===== config.mk =====
export PLATFORM = sky130hd
export DESIGN_NAME = demux_1_4_stream
export DESIGN_NICKNAME = d
export VERILOG_FILES = /design/src/rtl/demux_1_4_stream.sv
export SDC_FILE = /design/constraint.sdc
export NUM_CORES = 1
export LEC_CHECK = 0
export ABC_CLOCK_PERIOD_IN_PS = 3050
export CAP_MARGIN = 20
export CORE_ASPECT_RATIO = 1.25
export CORE_MARGIN = 1.5
export CORE_UTILIZATION = 25
export CTS_CLUSTER_SIZE = 10
export DETAILED_ROUTE_END_ITERATION = 8
export DONT_BUFFER_PORTS = 1
export GPL_TIMING_DRIVEN = 0
export SETUP_SLACK_MARGIN = 0.3
export SYNTH_ARGS = -nofsm -noshare
export SYNTH_HDL_FRONTEND = slang
export SYNTH_SLANG_ARGS = --single-unit
export TNS_END_PERCENT = 100

===== constraint.sdc =====
create_clock -name clk -period 3.05 [get_ports clk]
set_input_delay 0.915 -clock clk [delete_from_list [all_inputs] [get_ports clk]]
set_output_delay 0.915 -clock clk [all_outputs]
set_load 0.02 [all_outputs]

===== src/rtl/demux_1_4_stream.sv =====
`default_nettype none
// ============================================================================
// Module   : demux_1_4_stream
// Brief    : 1-to-4 stream demultiplexer with an independent FIFO and
//            delivered-word counter per output channel.
// Revision : 1.0 - initial release
// ============================================================================
module demux_1_4_stream #(
    parameter int WIDTH = 4,
    parameter int DEPTH = 2
) (
    input  logic             clk,
    input  logic             rst,
    input  logic [WIDTH-1:0] d,
    input  logic [1:0]       sel,
    input  logic             d_valid,
    output logic             d_ready,
    output logic [WIDTH-1:0] y0,
    output logic [WIDTH-1:0] y1,
    output logic [WIDTH-1:0] y2,
    output logic [WIDTH-1:0] y3,
    output logic [3:0]       y_valid,
    input  logic [3:0]       y_ready,
    output logic [7:0]       cnt0,
    output logic [7:0]       cnt1,
    output logic [7:0]       cnt2,
    output logic [7:0]       cnt3
);

    localparam int PW = (DEPTH > 2) ? 2 : 1;
    localparam int CW = PW + 1;

    logic [WIDTH-1:0] head_w [4];
    logic [7:0]       cnt_w  [4];
    logic [3:0]       full_w;

    // Readiness looks only at the addressed queue, so a stalled channel
    // never blocks words bound elsewhere.
    assign d_ready = !rst && !full_w[sel];

    for (genvar gi = 0; gi < 4; gi++) begin : g_q
        logic [WIDTH-1:0] mem_q [DEPTH];
        logic [PW-1:0]    wr_q, wr_d, rd_q, rd_d;
        logic [CW-1:0]    occ_q, occ_d;
        logic [7:0]       cnt_q, cnt_d;
        logic             push_w, pop_w;

        assign push_w = d_valid && d_ready && (sel == 2'(gi));
        assign pop_w  = (occ_q != '0) && y_ready[gi];

        always_comb begin
            wr_d  = wr_q;
            rd_d  = rd_q;
            occ_d = occ_q;
            cnt_d = cnt_q;
            if (push_w) begin
                wr_d = wr_q + PW'(1);
            end
            if (pop_w) begin
                rd_d  = rd_q + PW'(1);
                cnt_d = cnt_q + 8'd1;
            end
            if (push_w && !pop_w) begin
                occ_d = occ_q + CW'(1);
            end else if (pop_w && !push_w) begin
                occ_d = occ_q - CW'(1);
            end
        end

        always_ff @(posedge clk) begin
            if (rst) begin
                wr_q  <= '0;
                rd_q  <= '0;
                occ_q <= '0;
                cnt_q <= '0;
            end else begin
                wr_q  <= wr_d;
                rd_q  <= rd_d;
                occ_q <= occ_d;
                cnt_q <= cnt_d;
            end
        end

        // Storage needs no reset: push_w is held low during reset and the
        // head is masked to zero whenever the queue is empty.
        always_ff @(posedge clk) begin
            if (push_w) begin
                mem_q[wr_q] <= d;
            end
        end

        assign full_w[gi]  = (occ_q == CW'(DEPTH));
        assign y_valid[gi] = (occ_q != '0);
        assign head_w[gi]  = (occ_q != '0) ? mem_q[rd_q] : '0;
        assign cnt_w[gi]   = cnt_q;
    end

    assign y0   = head_w[0];
    assign y1   = head_w[1];
    assign y2   = head_w[2];
    assign y3   = head_w[3];
    assign cnt0 = cnt_w[0];
    assign cnt1 = cnt_w[1];
    assign cnt2 = cnt_w[2];
    assign cnt3 = cnt_w[3];

endmodule
`default_nettype wire


# Word level (Yosys, flattened, before mapping)
# Memory sizes are Yosys's and may differ from the RTL's. A register that Yosys moved wholly into a read port is not among the register bits.
# Index checks and enable logic that the tools add are counted.
[op_classes]
n_addsub = 20
magnitude_cmp = 1
eq_ne = 7
n_mux = 30
n_reduce_logical = 37
[op_table]
columns = ["operator", "count"]
rows = [
  ["8-bit by 1-bit adder with 8-bit output, second input constant", 4],
  ["1-bit logical AND", 18],
  ["1-bit two-way mux", 17],
  ["2-bit two-way mux", 8],
  ["4-bit two-way mux", 4],
  ["2-bit nonzero test", 8],
  ["2-bit equality test, second input constant", 6],
  ["1-bit zero test", 10],
  ["1-bit adder, second input constant", 8],
  ["2-bit by 1-bit adder with 2-bit output, second input constant", 4],
  ["2-bit by 1-bit subtractor with 2-bit output, second input constant", 4],
  ["2-bit by 3-bit < comparator with 1-bit output, second input constant", 1],
  ["1-bit binary-select mux with 2-bit select", 1],
  ["2-bit by 1-bit equality test with 1-bit output, second input constant", 1],
  ["2-bit zero test", 1],
]
[word_totals]
reg_bits = 48
mem_bits_rw = 32
word_cells = 115
n_memories = 4
[memory_table]
columns = ["name", "words", "word_bits", "rd", "rd_clocked_by_memory_dff", "wr", "line", "source"]
rows = [
  ["g_q[0].mem_q", 2, 4, 1, 1, 1, "42", "logic [WIDTH-1:0] mem_q [DEPTH];"],
  ["g_q[1].mem_q", 2, 4, 1, 1, 1, "42", ""],
  ["g_q[2].mem_q", 2, 4, 1, 1, 1, "42", ""],
  ["g_q[3].mem_q", 2, 4, 1, 1, 1, "42", ""],
]

# Logic depth before layout (Yosys ltp)
# Gate-level depths: netlist of run 1.
[logic_depth]
depth_word = 11
mapped_depth = 7
depth_no_buf = 7

# Least setup slack after synthesis of run 1
# Ideal clock, no wire load.
[synth_timing]
path_type = "input port to output port"
startpoint = "input sel[0]"
endpoint = "output d_ready"
arrival_time_ps = 1470
required_time_ps = 2135
path_slack_ps = 665
path_stages = 3
cell_sequence = "or2_2 o211ai_1 nor2_1"
[synth_between]
elab_chain_len = 4
[synth_lines]
columns = ["element", "line", "source"]
rows = [
  ["from (decl)", "15", "input logic [1:0] sel,"],
  ["1-bit binary-select mux with 2-bit select", "39", "assign d_ready = !rst && !full_w[sel];"],
  ["1-bit two-way mux (not written as such)", "39", ""],
  ["1-bit zero test", "39", ""],
  ["1-bit logical AND", "39", ""],
  ["to (decl)", "17", "output logic d_ready,"],
]
# No other way between the ends. The select of a mux whose other input is x is not followed.

# Worst setup path in the final report of run 1
[layout_timing]
startpoint = "register g_q[3].occ_q[0]"
endpoint = "output d_ready"
[layout_between]
elab_chain_len = 5
[layout_lines]
columns = ["element", "line", "source"]
rows = [
  ["from (decl)", "44", "logic [CW-1:0] occ_q, occ_d;"],
  ["from (signal assigned)", "74", "occ_q <= '0;"],
  ["from (signal assigned)", "79", "occ_q <= occ_d;"],
  ["2-bit equality test", "92", "assign full_w[gi] = (occ_q == CW'(DEPTH));"],
  ["1-bit binary-select mux with 2-bit select", "39", ""],
  ["1-bit two-way mux (not written as such)", "39", ""],
  ["1-bit zero test", "39", ""],
  ["1-bit logical AND", "39", ""],
]
# No other way between the ends. The select of a mux whose other input is x is not followed.

==> metrics.yaml, run 1 <==
run_status:
  status: "completed"
floorplan:
  core_mm2: 0.0138
  chipWidth_um: 109
  die_h_um: 136
  io_pins: 66
  die_area_mm2: 0.0148
  rows: 48
  start_util_pct: 25.5
clocking:
  cts-resized-gates: 0
  cts_setup_buffers: 0
  cts.clk_slew.worst_paths_ns: 0.06
  postCtsHoldBufs: 0
  cts-root-buf: "clkbuf_16"
  clock_latency_ns: 0.33
  cts_tree: "done"
  cts_inserted_buffers: 9
  cts.htree.levels: 3
  clockBufferDepth: 2
  cts_sinks: 84
cells_and_area:
  diodes: 0
  final_cells: 517
  layout_common_cells: "65 x nor2_1, 52 x dfxtp_1, 32 x edfxtp_1"
  num-nets-final: 359
  fin_util_pct: 29.1
  fin_area_mm2: 0.00403
  layout-drive-gt1-share_pct: 6.73
  area_growth_syn_to_layout_pct: 14.2
  final_common_cell: "nor2_1"
min_path:
  holdCritStartpoint: "g_q[1].rd_q"
  min_path_type: "register to register"
  whs_path_depth: 2
setup_path:
  crit_arrival_ns: 1.59
  critPathKind: "register to primary output"
  crit_required_ns: 2.13
  crit_chain: "nor2b_1 > a31o_4 > nor2_1"
  crit_path_start_kind: "register"
  r2r-start: "g_q[3].occ_q[1]"
  cp_max_fo: 5
  r2r_setup_slack_ns: 1.02
  slowest_delay_ns: 0.43
  startpoint: "g_q[3].occ_q[0]"
  ff2ff_path_depth: 6
  slowest_stage: "dfxtp_1"
  endpoint_kind: "primary output"
placement:
  dpl_cell_area_mm2: 0.00374
  dp_cells: 502
  gp_congestion: 0.757
  place_hpwl_mm: 5.72
  place_ws_ns: 0.460
  io_buffers: 0
global_route:
  first_global_vias: 2310
  grt_pass1_wl_mm: 12.2
  grtUsageTotal_pct: 11.1
  grt_overflow: 0
  antenna_found_initial: 0
  grt_start_max_net_pins: 14
synthesis:
  syn_area_per_cell_um2: 10.8
  ys_ff_latch: 84
  ys_types: 34
  yosys_warnings: 0
  syn_inst: 327
  yosys.area.top_type: "dfxtp_1"
  synth.top_cells.by_area: "dfxtp_1 30%, edfxtp_1 27%, xor2_1 7.0%"
  netlist_area_mm2: 0.00352
  synth_fp_nets: 348
  synth_top_cell_area_share_pct: 29.5
  synth_seq_area_share_pct: 56.8
power_and_ir_drop:
  leakagePower_nw: 1.41
  power_mw: 3.19
  power.density_mw_per_mm2: 792
  max-vdd-ir-drop_uv: 253
timing:
  skew_ns: 0.00432
  setup_viol: 0
  slew_violations: 0
  setup_slack_ns: 0.541
  timing_hold_violations_final: 0
  hold-worst-slack_ns: 0.514
  min_period_ns: 2.51
  finalSetupTns_ns: 0
  finalCritPeriodShare_pct: 82.3
  slew_headroom_pct: 55.3
  fmax_mhz: 399
  worst_pin_slew_ns: 0.671
  rsz0062_at_grt: "no"
drt:
  ant_nets: 0
  dr.first_iter.drc_count: 69
  vias: 2313
  first_pass_iters: 4
  viasPerCell: 4.47
  wl_per_cell_um: 15.0
  wirelength_mm: 7.75
  drt_drc_violations_left: 0
flow_run:
  maxCapViolCount: 0
-- area by class of cell --
type / instances / area [µm²]
Sequential cell: 84 / 2000
Clock inverter: 5 / 53.8
Buffer: 14 / 66.3
Multi-Input combinational cell: 221 / 1420
Clock buffer: 10 / 229
Inverter: 8 / 35.0
Fill cell: 1431 / 9790
Tap cell: 175 / 219
-- Yosys cell counts --
cell type and number:
inv_1 6, a31o_4 1, o21ai_0 6, o21a_1 4, nor3_1 7, nand2_1 14, buf_6 1, ha_1 8
dfxtp_1 52, nor3_2 1, a21oi_1 10, buf_4 1, nor4_4 1, inv_6 1, or3_1 6, clkbuf_1 10
nand4_1 16, edfxtp_1 32, nand3_1 3, nor2_1 65, buf_2 2, or2_2 1, inv_2 1, nand4b_1 3
xnor2_1 13, nand2b_1 3, and3_1 6, o21bai_1 1, o211ai_1 1, and2_1 4, nor2b_1 1, nand4bb_1 2
mux2i_1 16, xor2_1 28
-- cell families (layout without fill, tap and decap cells) --
| group | after synthesis | count (layout) | share of synthesized area (%) |
|---|---|---|---|
| buf+inv | 22 | 37 | 2.88 |
| fa+ha+maj | 8 | 8 | 2.84 |
| simple gates | 133 | 133 | 18.7 |
| compound gates | 23 | 23 | 4.05 |
| flops | 84 | 84 | 56.8 |
| mux | 16 | 16 | 4.55 |
| xor+xnor | 41 | 41 | 10.2 |
-- state kept, by name (all words and copies together), names as in the netlist, named ones only --
signal and count:
g_q.mem_q 32, cnt2 8, cnt3 8, g_q.rd_q 4, g_q.wr_q 4, g_q.occ_q 8
cnt1 8, cnt0 8
-- power breakdown --
| part | switching, mW | internal, mW | leakage [nW] | total [mW] |
|---|---|---|---|---|
| Clock | 0.416 | 0.625 | 0.132 | 1.04 |
| Sequential | 0.130 | 1.27 | 0.710 | 1.40 |
| Combinational | 0.498 | 0.248 | 0.567 | 0.746 |
-- per-layer routing --
metal,global-route usage (%),part of all wire [%],up-vias
li1,-,-,1147
met1,13.0,42,1111
met2,17.6,49,50
met3,5.00,7.8,5
met4,4.33,1.3,0
met5,0,0,-
-- critical path, delay by kind of cell (launching register included) --
family / cells / cell delay, ns
compound gates: 1 / 0.29
flops: 1 / 0.43
simple gates: 2 / 0.53
-- path summary, 6_finish.rpt --
| kind | endpoint |
|---|---|
| max | d_ready |
| min | register |
| max reg2reg | g_q[1].occ_q[1] |
| min reg2reg | register |
Note: power is estimated with default switching activity, not from simulation.
==> run 2: changes to the inputs <==
--- a/config.mk
+++ b/config.mk
@@ -5,7 +5,8 @@
 export SDC_FILE = /design/constraint.sdc
 export NUM_CORES = 1
 export LEC_CHECK = 0
-export ABC_CLOCK_PERIOD_IN_PS = 3050
+export ABC_AREA = 1
+export ABC_CLOCK_PERIOD_IN_PS = 2600
 export CAP_MARGIN = 20
 export CORE_ASPECT_RATIO = 1.25
 export CORE_MARGIN = 1.5
==> constraint.sdc (replaced) <==
create_clock -name clk -period 2.6 [get_ports clk]
set_input_delay 0.78 -clock clk [delete_from_list [all_inputs] [get_ports clk]]
set_output_delay 0.78 -clock clk [all_outputs]
set_load 0.02 [all_outputs]
==> metrics.yaml, run 2 <==
global_route:
  grtUsageTotal_pct: 11.3
  grt_overflow: 0
  grt_start_max_net_pins: 16
  first_global_vias: 2767
  antenna_found_initial: 0
  grt_pass1_wl_mm: 13.6
run_status:
  status: "completed"
synthesis:
  synth-edff-count: 32
  synth_ff_type: "dfxtp_1"
  netlist_area_mm2: 0.00368
  async_reset_ff_share_pct: 0
  ys_top_cells_by_count: "82 x nand2_1, 58 x inv_1, 52 x dfxtp_1"
  synth_seq_area_share_pct: 54.4
  yosys.area.top_type: "dfxtp_1"
  synth_fp_nets: 445
  ys_types: 28
  ys_ff_latch: 84
  syn_area_per_cell_um2: 8.68
  synth.top_cells.by_area: "dfxtp_1 28%, edfxtp_1 26%, nand2_1 8.4%"
  syn_inst: 424
  synth_top_cell_area_share_pct: 28.3
  yosys_warnings: 0
  yosysMostFrequentCell: "nand2_1"
timing:
  fmax_mhz: 454
  rsz0062_at_grt: "yes"
  min_period_ns: 2.20
  finalSetupTns_ns: 0
  worst_pin_slew_ns: 0.670
  slew_headroom_pct: 55.4
  timing_hold_violations_final: 0
  slew_violations: 0
  setup_viol: 0
  skew_ns: 0.00617
  finalCritPeriodShare_pct: 84.7
drt:
  viasPerCell: 4.46
  vias: 2757
  first_pass_iters: 4
  drt_drc_violations_left: 0
  ant_nets: 0
  wirelength_mm: 8.46
  dr.first_iter.drc_count: 121
  wl_per_cell_um: 13.7
clocking:
  cts_sinks: 84
  clock_latency_ns: 0.33
  postCtsHoldBufs: 0
  cts-root-buf: "clkbuf_16"
  cts.clk_slew.worst_paths_ns: 0.06
  cts_inserted_buffers: 9
  cts_setup_buffers: 0
  cts.htree.levels: 3
  cts_tree: "done"
  clockBufferDepth: 2
placement:
  gp_congestion: 0.725
  dpl_cell_area_mm2: 0.00390
  io_buffers: 0
  place_hpwl_mm: 6.49
power_and_ir_drop:
  leakagePower_nw: 1.67
  power.density_mw_per_mm2: 857
  max-vdd-ir-drop_uv: 256
cells_and_area:
  fin_area_mm2: 0.00421
  layout_common_cells: "82 x nand2_1, 58 x inv_1, 52 x dfxtp_1"
  nFillCells: 1496
  num-nets-final: 456
  largest-register: "g_q.mem_q"
  largest_reg_flops: 32
  fin_util_pct: 29.2
  area_growth_syn_to_layout_pct: 14.4
  layout-drive-gt1-share_pct: 10.7
  diodes: 0
  final_common_cell: "nand2_1"
setup_path:
  crit_required_ns: 1.82
  critPathKind: "register to primary output"
  endpoint_kind: "primary output"
  crit_path_start_kind: "register"
  cp_max_fo: 4
  crit_arrival_ns: 1.42
floorplan:
  io_pins: 66
  die_area_mm2: 0.0155
  die_h_um: 139
  rows: 49
  core_mm2: 0.0144
  chipWidth_um: 112
  start_util_pct: 25.5
min_path:
  min_path_type: "register to register"
flow_run:
  maxCapViolCount: 0
==> run 2: layout make-up <==
class	count	area (µm²)	share of cell area, %
clock inverters	7	73.8	1.75
well taps	178	223	5.29
plain buffers	7	32.5	0.773
flip-flops and latches	84	2000	47.5
clock buffers	9	225	5.35
multi-input cells	269	1410	33.6
inverters	64	241	5.74
==> run 2: final timing paths <==
kind | from | end | slack [ns] | cells after the start
min reg2reg | g_q[3].rd_q | g_q[3].rd_q | 0.45 | 1
min | g_q[3].rd_q | g_q[3].rd_q | 0.45 | 1
max | g_q[2].occ_q[0] | y2[0] | 0.40 | 4
max reg2reg | g_q[0].occ_q[1] | g_q[0].occ_q[1] | 0.59 | 12
==> run 2: routing by layer <==
layer	track usage [%]	share of wire, %
met5	0	0
met1	12.1	40
met4	4.53	1.3
met3	3.37	4.3
met2	20.8	54
==> run 2: logic make-up after synthesis <==
| kind of cell | Yosys count | share of synthesized area, % |
|---|---|---|
| AND/OR/NAND/NOR | 173 | 22.9 |
| flip-flops | 84 | 54.4 |
| AO/OA/AOI/OAI | 84 | 11.6 |
| buffers and inverters | 71 | 7.45 |
| adder cells (fa/ha/maj) | 8 | 2.72 |
| XOR/XNOR | 4 | 0.952 |
==> run 2: what timing repair did <==
item                                    in CTS  in global routing
hold endpoints to repair                     0                  0
endpoints found under the setup margin       0                  2
gates resized for setup                      0                  2
==> run 2: worst max-delay path: stages, from the launching register on <==
cell,delay (ns)
dfxtp_1,0.39
inv_2,0.08
nand2_4,0.13
inv_1,0.10
a21oi_1,0.39
==> run 2: metrics by stage <==
stage	power, mW	hold slack [ns]	instances	setup slack (ns)
after CTS	3.66	0.456	618	0.362
after detailed placement	2.36	0.444	602	0.242
after floorplan	2.20	0.425	424	0.504
after global placement	2.33	0.435	602	0.379
final	3.61	0.451	618	0.397
after global routing	3.82	0.482	618	0.300
==> run 2: power breakdown <==
| group | switching (mW) | internal (mW) | total (mW) |
|---|---|---|---|
| Sequential | 0.134 | 1.47 | 1.61 |
| Combinational | 0.541 | 0.182 | 0.722 |
| Clock | 0.530 | 0.751 | 1.28 |
| Total | 1.20 | 2.40 | 3.61 |
